File: src/rtl/dice_pkg.sv
`default_nettype none
// ============================================================================
// Module  : dice_pkg
// Brief   : Shared FSM states, die sizes, candidate masks and LFSR taps.
// Rev     : 1.0
// ============================================================================
package dice_pkg;

   typedef enum logic [1:0] {
      ST_IDLE     = 2'd0,
      ST_DEBOUNCE = 2'd1,
      ST_ROLL     = 2'd2,
      ST_RELEASE  = 2'd3
   } state_t;

   // Order doubles as button priority: lower index wins.
   typedef enum logic [2:0] {
      SEL_D4  = 3'd0,
      SEL_D6  = 3'd1,
      SEL_D8  = 3'd2,
      SEL_D10 = 3'd3,
      SEL_D12 = 3'd4,
      SEL_D20 = 3'd5
   } die_sel_t;

   localparam logic [4:0] c_die_d4  = 5'd4;
   localparam logic [4:0] c_die_d6  = 5'd6;
   localparam logic [4:0] c_die_d8  = 5'd8;
   localparam logic [4:0] c_die_d10 = 5'd10;
   localparam logic [4:0] c_die_d12 = 5'd12;
   localparam logic [4:0] c_die_d20 = 5'd20;

   localparam int c_mask_w_d4  = 2;
   localparam int c_mask_w_d8  = 3;
   localparam int c_mask_w_d12 = 4;
   localparam int c_mask_w_d20 = 5;

   localparam logic [4:0] c_mask_d4  = 5'((1 << c_mask_w_d4) - 1);
   localparam logic [4:0] c_mask_d8  = 5'((1 << c_mask_w_d8) - 1);
   localparam logic [4:0] c_mask_d12 = 5'((1 << c_mask_w_d12) - 1);
   localparam logic [4:0] c_mask_d20 = 5'((1 << c_mask_w_d20) - 1);

   localparam int c_lfsr_tap_a = 16;
   localparam int c_lfsr_tap_b = 14;
   localparam int c_lfsr_tap_c = 13;
   localparam int c_lfsr_tap_d = 11;

   function automatic logic [4:0] die_sides(input die_sel_t sel);
      case (sel)
         SEL_D4:  die_sides = c_die_d4;
         SEL_D6:  die_sides = c_die_d6;
         SEL_D8:  die_sides = c_die_d8;
         SEL_D10: die_sides = c_die_d10;
         SEL_D12: die_sides = c_die_d12;
         default: die_sides = c_die_d20;
      endcase
   endfunction

   function automatic logic [4:0] die_mask(input die_sel_t sel);
      case (sel)
         SEL_D4:           die_mask = c_mask_d4;
         SEL_D6, SEL_D8:   die_mask = c_mask_d8;
         SEL_D10, SEL_D12: die_mask = c_mask_d12;
         default:          die_mask = c_mask_d20;
      endcase
   endfunction

endpackage
`default_nettype wire

File: src/rtl/lfsr16.sv
`default_nettype none
// ============================================================================
// Module  : lfsr16
// Brief   : Free-running 16-bit Fibonacci LFSR (x^16+x^14+x^13+x^11+1).
// Rev     : 1.0
// ============================================================================
module lfsr16 (
   input  logic        clk,
   input  logic        reset,
   input  logic [15:0] seed,
   output logic [15:0] value
);
   import dice_pkg::*;

   logic [15:0] r_lfsr;
   logic        w_fb;

   assign w_fb = r_lfsr[c_lfsr_tap_a-1] ^ r_lfsr[c_lfsr_tap_b-1]
               ^ r_lfsr[c_lfsr_tap_c-1] ^ r_lfsr[c_lfsr_tap_d-1];

   always_ff @(posedge clk) begin
      if (reset) begin
         r_lfsr <= seed;
      end else begin
         r_lfsr <= {r_lfsr[14:0], w_fb};
      end
   end

   assign value = r_lfsr;

endmodule
`default_nettype wire

File: src/rtl/roll_generator.sv
`default_nettype none
// ============================================================================
// Module  : roll_generator
// Brief   : Debounced die-button roller with rejection-sampled LFSR values.
// Rev     : 1.0
// ============================================================================
module roll_generator #(
   parameter int          DEBOUNCE_CYCLES = 16,
   parameter logic [15:0] LFSR_SEED       = 16'hACE1,
   parameter int          MAX_TRIES       = 16
) (
   input  logic       clk,
   input  logic       reset,
   input  logic       buttonD4,
   input  logic       buttonD6,
   input  logic       buttonD8,
   input  logic       buttonD10,
   input  logic       buttonD12,
   input  logic       buttonD20,
   input  logic       switchTest,
   output logic [4:0] roll_value,
   output logic [4:0] roll_die,
   output logic       roll_valid,
   output logic       busy
);
   import dice_pkg::*;

   localparam int c_cnt_w = $clog2(DEBOUNCE_CYCLES + 1);
   localparam int c_try_w = $clog2(MAX_TRIES + 1);
   localparam logic [c_cnt_w-1:0] c_deb_last = c_cnt_w'(DEBOUNCE_CYCLES - 1);
   localparam logic [c_try_w-1:0] c_try_last = c_try_w'(MAX_TRIES - 1);

   // Bit 6 carries switchTest; bits 5:0 are the buttons in priority order.
   logic [6:0]         r_sync1, r_sync2;
   state_t             r_state, w_state_next;
   die_sel_t           r_sel, w_sel_next;
   logic [c_cnt_w-1:0] r_cnt, w_cnt_next;
   logic [c_try_w-1:0] r_try, w_try_next;
   logic [4:0]         r_value, r_die;
   logic               r_valid;

   logic [15:0] w_lfsr, w_cand;
   logic [7:0]  w_btn_vec;
   logic [4:0]  w_sides, w_value;
   logic        w_held, w_test, w_in_range, w_accept;

   lfsr16 u_lfsr (
      .clk   (clk),
      .reset (reset),
      .seed  (LFSR_SEED),
      .value (w_lfsr)
   );

   assign w_btn_vec  = {2'b00, r_sync2[5:0]};
   assign w_held     = w_btn_vec[r_sel];
   assign w_test     = r_sync2[6];
   assign w_sides    = die_sides(r_sel);
   assign w_cand     = w_lfsr & {11'd0, die_mask(r_sel)};
   assign w_in_range = (w_cand < {11'd0, w_sides});

   always_comb begin
      w_state_next = r_state;
      w_sel_next   = r_sel;
      w_cnt_next   = r_cnt;
      w_try_next   = r_try;
      w_accept     = 1'b0;
      w_value      = 5'd0;
      case (r_state)
         ST_IDLE: begin
            if (|r_sync2[5:0]) begin
               if      (r_sync2[0]) w_sel_next = SEL_D4;
               else if (r_sync2[1]) w_sel_next = SEL_D6;
               else if (r_sync2[2]) w_sel_next = SEL_D8;
               else if (r_sync2[3]) w_sel_next = SEL_D10;
               else if (r_sync2[4]) w_sel_next = SEL_D12;
               else                 w_sel_next = SEL_D20;
               w_cnt_next   = '0;
               w_state_next = ST_DEBOUNCE;
            end
         end
         ST_DEBOUNCE: begin
            if (!w_held) begin
               w_state_next = ST_IDLE;
            end else if (r_cnt == c_deb_last) begin
               w_try_next   = '0;
               w_state_next = ST_ROLL;
            end else begin
               w_cnt_next = r_cnt + 1'b1;
            end
         end
         ST_ROLL: begin
            if (w_test && (r_try == '0)) begin
               w_accept = 1'b1;
               w_value  = w_sides;
            end else if (w_in_range) begin
               w_accept = 1'b1;
               w_value  = w_cand[4:0] + 5'd1;
            end else if (r_try == c_try_last) begin
               // Out-of-range candidates fold back into 1..N after the last try.
               w_accept = 1'b1;
               w_value  = w_cand[4:0] - w_sides + 5'd1;
            end else begin
               w_try_next = r_try + 1'b1;
            end
            if (w_accept) begin
               w_cnt_next   = '0;
               w_state_next = ST_RELEASE;
            end
         end
         ST_RELEASE: begin
            if (w_held) begin
               w_cnt_next = '0;
            end else if (r_cnt == c_deb_last) begin
               w_state_next = ST_IDLE;
            end else begin
               w_cnt_next = r_cnt + 1'b1;
            end
         end
         default: w_state_next = ST_IDLE;
      endcase
   end

   always_ff @(posedge clk) begin
      if (reset) begin
         r_sync1 <= '0;
         r_sync2 <= '0;
         r_state <= ST_IDLE;
         r_sel   <= SEL_D4;
         r_cnt   <= '0;
         r_try   <= '0;
         r_value <= '0;
         r_die   <= '0;
         r_valid <= 1'b0;
      end else begin
         r_sync1 <= {switchTest, buttonD20, buttonD12, buttonD10,
                     buttonD8, buttonD6, buttonD4};
         r_sync2 <= r_sync1;
         r_state <= w_state_next;
         r_sel   <= w_sel_next;
         r_cnt   <= w_cnt_next;
         r_try   <= w_try_next;
         r_valid <= w_accept;
         if (w_accept) begin
            r_value <= w_value;
            r_die   <= w_sides;
         end
      end
   end

   assign roll_value = r_value;
   assign roll_die   = r_die;
   assign roll_valid = r_valid;
   assign busy       = (r_state != ST_IDLE);

endmodule
`default_nettype wire

File: config.mk
export PLATFORM = sky130hd
export DESIGN_NAME = roll_generator
export DESIGN_NICKNAME = d
export VERILOG_FILES = /design/src/rtl/dice_pkg.sv /design/src/rtl/lfsr16.sv /design/src/rtl/roll_generator.sv
export SDC_FILE = /design/constraint.sdc
export NUM_CORES = 1
export LEC_CHECK = 0
export BUFFER_PORTS_ARGS = -buffer_cell sky130_fd_sc_hd__buf_2
export CORE_MARGIN = 5
export CORE_UTILIZATION = 55
export CTS_CLUSTER_DIAMETER = 150
export DETAILED_ROUTE_END_ITERATION = 6
export PLACE_DENSITY = 0.74
export SYNTH_ARGS = -nofsm -noshare
export SYNTH_HDL_FRONTEND = slang
export SYNTH_SLANG_ARGS = --single-unit
File: constraint.sdc
create_clock -name clk -period 3.15 [get_ports clk]
set_clock_uncertainty 0.15 [all_clocks]
set_input_delay 0.4725 -clock clk [delete_from_list [all_inputs] [get_ports clk]]
set_output_delay 0.4725 -clock clk [all_outputs]
set_load 0.05 [all_outputs]
## Yosys cells after proc, flatten, opt, wreduce, memory -nomap -nowiden

Cells that the tools add are included.

- Multiplexer cells: 37
- Reduce and logical (&&, ||, !) cells: 13
- Bitwise operators: 4
- $add $sub $neg: 5
- Order comparisons: 2
- Equality and inequality tests: 19

Operators with widths:

| kind | count |
|---|---|
| 2-to-1 mux 5 bit | 14 |
| one-hot mux 5 bit (5 select lines) | 1 |
| adder 5 x 1 -> 5 bit (second input constant) | 4 |
| one-hot mux 5 bit (4 select lines) | 1 |
| inequality test 2 bit (second input constant) | 9 |
| AND 16 x 5 -> 16 bit | 1 |
| less-than comparator 16 x 5 -> 1 bit | 1 |
| one-hot mux 5 bit (3 select lines) | 1 |
| 2-to-1 mux 2 bit | 6 |
| 2-to-1 mux 3 bit | 4 |
| equality test 5 x 4 -> 1 bit (second input constant) | 2 |
| one-hot mux 5 bit (2 select lines) | 1 |
| one-hot mux 2 bit (4 select lines) | 1 |
| 2-to-1 mux 1 bit | 7 |
| equality test 3 x 2 -> 1 bit (second input constant) | 2 |
| AND reduction 6 bit | 1 |
| OR reduction 6 bit | 1 |
| logical NOT 5 bit | 1 |
| AND reduction 5 bit | 1 |
| subtractor 5 bit | 1 |
| equality test 2 bit (second input constant) | 2 |
| less-than comparator 3 x 4 -> 1 bit (second input constant) | 1 |
| nonzero test 2 bit | 2 |
| OR reduction 2 bit | 2 |
| 11 further kinds | 13 |

- Word-level logic and storage cells: 90
- Output and inout bits: 12
- Input port bits: 9
- Flip-flop bits (word level): 56

## Longest topological paths before layout

- Depth after elaboration: 10
- Depth in mapped cells: 12
- Gate-level depth less buffers: 10

## Modules after synthesis

A second synthesis with hierarchy kept.

- Cell total of the unflattened synthesis: 274
- Area, all modules: 2,661.3 um^2

Modules (own cells, without submodules):

| module | area an instance (um^2) | cells each | times used | seq. area each (um^2) |
|---|---|---|---|---|
| roll_generator | 2,075.7 | 236 | 1 | 780.7 |
| lfsr16 | 585.6 | 38 | 1 | 320.3 |

## Least setup slack after synthesis

No wires, ideal clock.

- Kind: register to register
- Start point: register r_sel[1]
- End point: register r_value[1], in the netlist roll_value[1]
- Clock period less this slack: 2.707 ns
- Data arrival time: 2.425 ns
- Path buffers: 2
- Cell stages (with the launch flop): 11
- Required time: 2.868 ns
- Setup slack: 0.443 ns
- Setup time: 0.132 ns
- Path through: dfxtp_1 > buf_6 > nor2b_1 > a21oi_1 > inv_1 > fa_1 > a22o_1 > clkbuf_1 > o31ai_1 > a211o_1 > a21oi_1

- Elaborated cells between the ends (all ways): 21
- Those cells by class: add/sub: 2; order compare: 1; eq/ne: 4; mux: 10; bitwise: 1; reduce/logical: 3

RTL lines:

| what | line | source |
|---|---|---|
| from (decl) | roll_generator.sv:36 | `die_sel_t r_sel, w_sel_next;` |
| from (signal assigned) | roll_generator.sv:139 | `r_sel <= w_sel_next;` |
| equality test 3 bit, or another cell as far along | dice_pkg.sv:49 | `case (sel)` |
| one-hot mux 5 bit (5 select lines) * | dice_pkg.sv:49 |  |
| named net w_sides[3] | roll_generator.sv:44 | `logic [4:0] w_sides, w_value;` |
| less-than comparator 16 x 5 -> 1 bit * | roll_generator.sv:59 | `assign w_in_range = (w_cand < {11'd0, w_sides});` |
| 2-to-1 mux 1 bit | roll_generator.sv:95 | `end else if (w_in_range) begin` |
| 2-to-1 mux 1 bit | roll_generator.sv:92 | `if (w_test && (r_try == '0)) begin` |
| 2-to-1 mux 1 bit (2 in a row) | roll_generator.sv:68 | `case (r_state)` |
| to (signal assigned) | roll_generator.sv:144 | `r_value <= w_value;` |
| to (decl) | roll_generator.sv:39 | `logic [4:0] r_value, r_die;` |

Mark *: on every way through the listed nets, which the timed path passes. The rest lies on a longest branch. The select of a mux whose other input is x is not followed.
A chain may end at the register's enable or synchronous reset.

## Worst setup path after layout

- Start point: register r_sel[1]
- End point: register r_try[4]

- Elaborated cells between the ends (all ways): 16
- Those cells by class: order compare: 1; eq/ne: 6; mux: 4; bitwise: 1; reduce/logical: 4

RTL lines:

| what | line | source |
|---|---|---|
| equality test 3 bit, or another cell as far along | dice_pkg.sv:49 |  |
| one-hot mux 5 bit (5 select lines) * | dice_pkg.sv:49 |  |
| named net w_sides[3] | roll_generator.sv:44 |  |
| less-than comparator 16 x 5 -> 1 bit * | roll_generator.sv:59 |  |
| inequality test 2 bit (no line) * | - |  |
| AND reduction 6 bit (no line) * | - |  |
| to (signal assigned) | roll_generator.sv:141 | `r_try <= w_try_next;` |
| to (decl) | roll_generator.sv:38 | `logic [c_try_w-1:0] r_try, w_try_next;` |

Marked as above.

==> results.md <==
* Critical path's slowest cell: fa_1
* Mapped Area at 0.00252 mm^2
* WL/cell at 13.3 um
* Reg clk slew, reported paths at 110 ps
* Initial antenna violation count at 0
* Crit Path Max Fanout at 9
* Area Overhead vs Synth at 9.22%
* Sequential fraction of the synthesis area at 43.6%
* Io pins at 21
* Die area at 0.00605 mm^2
* Slew @ Worst Pin at 813 ps
* Total iterations of the first detailed-routing run at 4
* CTS root buf: clkbuf_8
* Placed Area at 0.00266 mm^2
* Status: finished, final reports clean
* Most common flop cell mapped by yosys: dfxtp_1
* Setup CP Type: register to register
* H-tree Lvls at 2
* CTS Hold Bufs at 0
* Tcrit/Tclk final at 94.1%
* Final worst slack at 187 ps
* Synth Register Bits at 55
* Drt drc at 0
* Largest net degree at the start of global routing at 43
* Kind of end point of the critical path: register
* Syn Area/Cell at 9.39 um^2
* Post-Syn Nets at 291
* CTS-repair resized insts at 0
* Number of routed nets with antenna violations at 0
* Total grt overflow at 0
* Worst Min Path Start: buttonD6
* Initial DRC count at 130
* # diodes at 0
* Commonest non-fill, non-tap cell in the layout: dfxtp_1
* Vias per inst at 5.59
* Asr flop ratio synth at 0%
* Fin. Hold Viols at 0
* TritonCTS clock tree: yes
* Initial Utilization at 57.2%
* Total Wirelength at 4.52 mm
* Pleak at 1.14 nW
* Tmin final at 2960 ps
* Worst-skew pair later-pin latency at 310 ps
* Number of port buffers at 19
* Final core utilization at 62.5%
* PwrDens at 503 mW/mm^2
* Post-Synthesis Cells at 269
* Unrepaired setup endpoints after global routing: no
* Critical Path AT at 3060 ps
* Clock sink count at 55
* All-Layer GR Usage at 15.4%
* Yosys cell types at 57
* Vias in the first global route at 1705
* Most frequent cells in the layout: dfxtp_1, nor2b_1, a21oi_1, buf_2, inv_1
* DP HPWL at 3.20 mm
* Area of the core at 0.00441 mm^2
* Die Wd at 77.8 um
* Worst slew margin at 45.3%
* Post-Place Worst Slack at 211 ps
* Peak supply drop at 359 uV
* Critical Path, Cell by Cell: nor2b_2 -> a21oi_1 -> inv_1 -> fa_1 -> a221oi_2 -> nand3_1 -> or4_1 -> a21oi_1
* CTS max path bufs at 2
* RR Startpoint: r_sel[1]
* Rows at 24
* NumNets Final at 308
* Ratio of cells with drive above 1 in the final layout at 17.1%
* DR vias at 1895
* Most used cell, CP: a21oi_1
* Max Cap Viol at 0
* Crit-path max cell delay at 480 ps
* Postcts setup bufs at 0
* Crit path from: r_sel[1]
* Startpoint Class: register
* Setup-failing EPs final at 0
* Routability Congestion at 0.837
* Final Slew Violations at 0
* Synth Warn # at 0
* Fmax at 0.338 GHz
* Global-route wire length before repair at 7.71 mm
* Worst hold path class: input port to register
* Worst Path Required at 3250 ps
* Die Ht at 77.8 um
* Num CTS Buffers at 5
* Hold slack at 219 ps
* Post-Route Setup TNS at 0 ps
* Finished Cell Area at 0.00276 mm^2
* Post-synth EDFFs at 0
==> routing by layer <==
layer  vias to the layer above  wire length, um  part of all wire (%)  global-route usage [%]
li1                        978                -                     -                       -
met1                       883             2250                    50                    21.3
met2                        30             2040                    45                    23.5
met3                         4              198                   4.4                    4.05
met4                         0               37                  0.82                    4.81
met5                         -                0                     0                       0
==> power by group <==
part           internal (mW)  total, mW  switching, mW  leakage [nW]
logic                 0.0972      0.215          0.118         0.632
clock network          0.169      0.417          0.248        0.0522
registers              0.727      0.756         0.0290         0.452
total                  0.994       1.39          0.394          1.14
==> logic make-up after synthesis <==
group           Yosys count  synth area share, %
compound gates           60                 16.7
xor+xnor                  7                 2.43
fa+ha+maj                14                 7.43
buf+inv                  31                 5.20
flops                    55                 43.6
mux                       6                 2.63
other cells               1                0.149
simple gates             95                 21.9
==> state kept, by name, indices dropped and copies added, names as in the netlist, named ones only <==
name          count
r_cnt             5
r_sel             3
r_state           1
r_sync1           7
r_sync2           7
r_try             5
roll_die          4
roll_valid        1
roll_value        5
u_lfsr.value     16
==> worst max-delay path: cells and delay by family, from the launching register on <==
| kind | cells | cell delay (ps) |
|---|---|---|
| simple gates | 3 | 930 |
| compound gates | 3 | 800 |
| fa+ha+maj | 1 | 480 |
| flops | 1 | 420 |
| buf+inv | 1 | 130 |
==> metrics by stage <==
stage	std cells	power [mW]
after floorplan	269	0.942
after global placement	331	0.982
after detailed placement	331	0.986
after CTS	339	1.40
after global routing	339	1.46
final	339	1.39
==> area by class of cell <==
cell class / count / area [um^2]
inverter: 17 / 63.8
clock inverter: 3 / 31.3
clock buffer: 5 / 68.8
tap: 52 / 65.1
sequential: 55 / 1100
timing repair buffer: 24 / 133
fill: 378 / 1660
multi-input combinational: 183 / 1290
==> synth_stat cells (2+ instances only) <==
cell / count / area share, %
dfxtp_1: 55 / 44
nor2b_1: 24 / 5.9
a21oi_1: 19 / 3.8
inv_1: 17 / 2.5
nand2_1: 13 / 1.9
nor2_1: 12 / 1.8
ha_1: 11 / 5.5
clkbuf_1: 9 / 1.3
nand3_1: 9 / 1.8
o21ai_0: 7 / 1.4
or2_2: 7 / 1.7
a211oi_1: 5 / 1.5
a31oi_1: 4 / 0.99
and3_1: 4 / 0.99
mux2i_1: 4 / 1.6
nor3_1: 4 / 0.79
o31ai_1: 4 / 1.2
or4_1: 4 / 1.2
xor2_1: 4 / 1.4
buf_2: 3 / 0.59
nand3b_1: 3 / 0.89
xnor2_1: 3 / 1.0
a211o_1: 2 / 0.69
fa_1: 2 / 1.6
nand4b_1: 2 / 0.69
nor3b_1: 2 / 0.59
nor4_1: 2 / 0.50
nor4b_1: 2 / 0.69
o211ai_1: 2 / 0.59
o21a_1: 2 / 0.59
o31a_1: 2 / 0.69
==> path summary, 6_finish.rpt <==
check / cells after the start / slack (ps) / to
max: 8 / 190 / r_try[4]
min: 2 / 220 / r_sync1[1]
max reg2reg: 8 / 190 / r_try[4]
min reg2reg: 1 / 280 / u_lfsr.value[10]
Power figures use the tool's default switching activity.
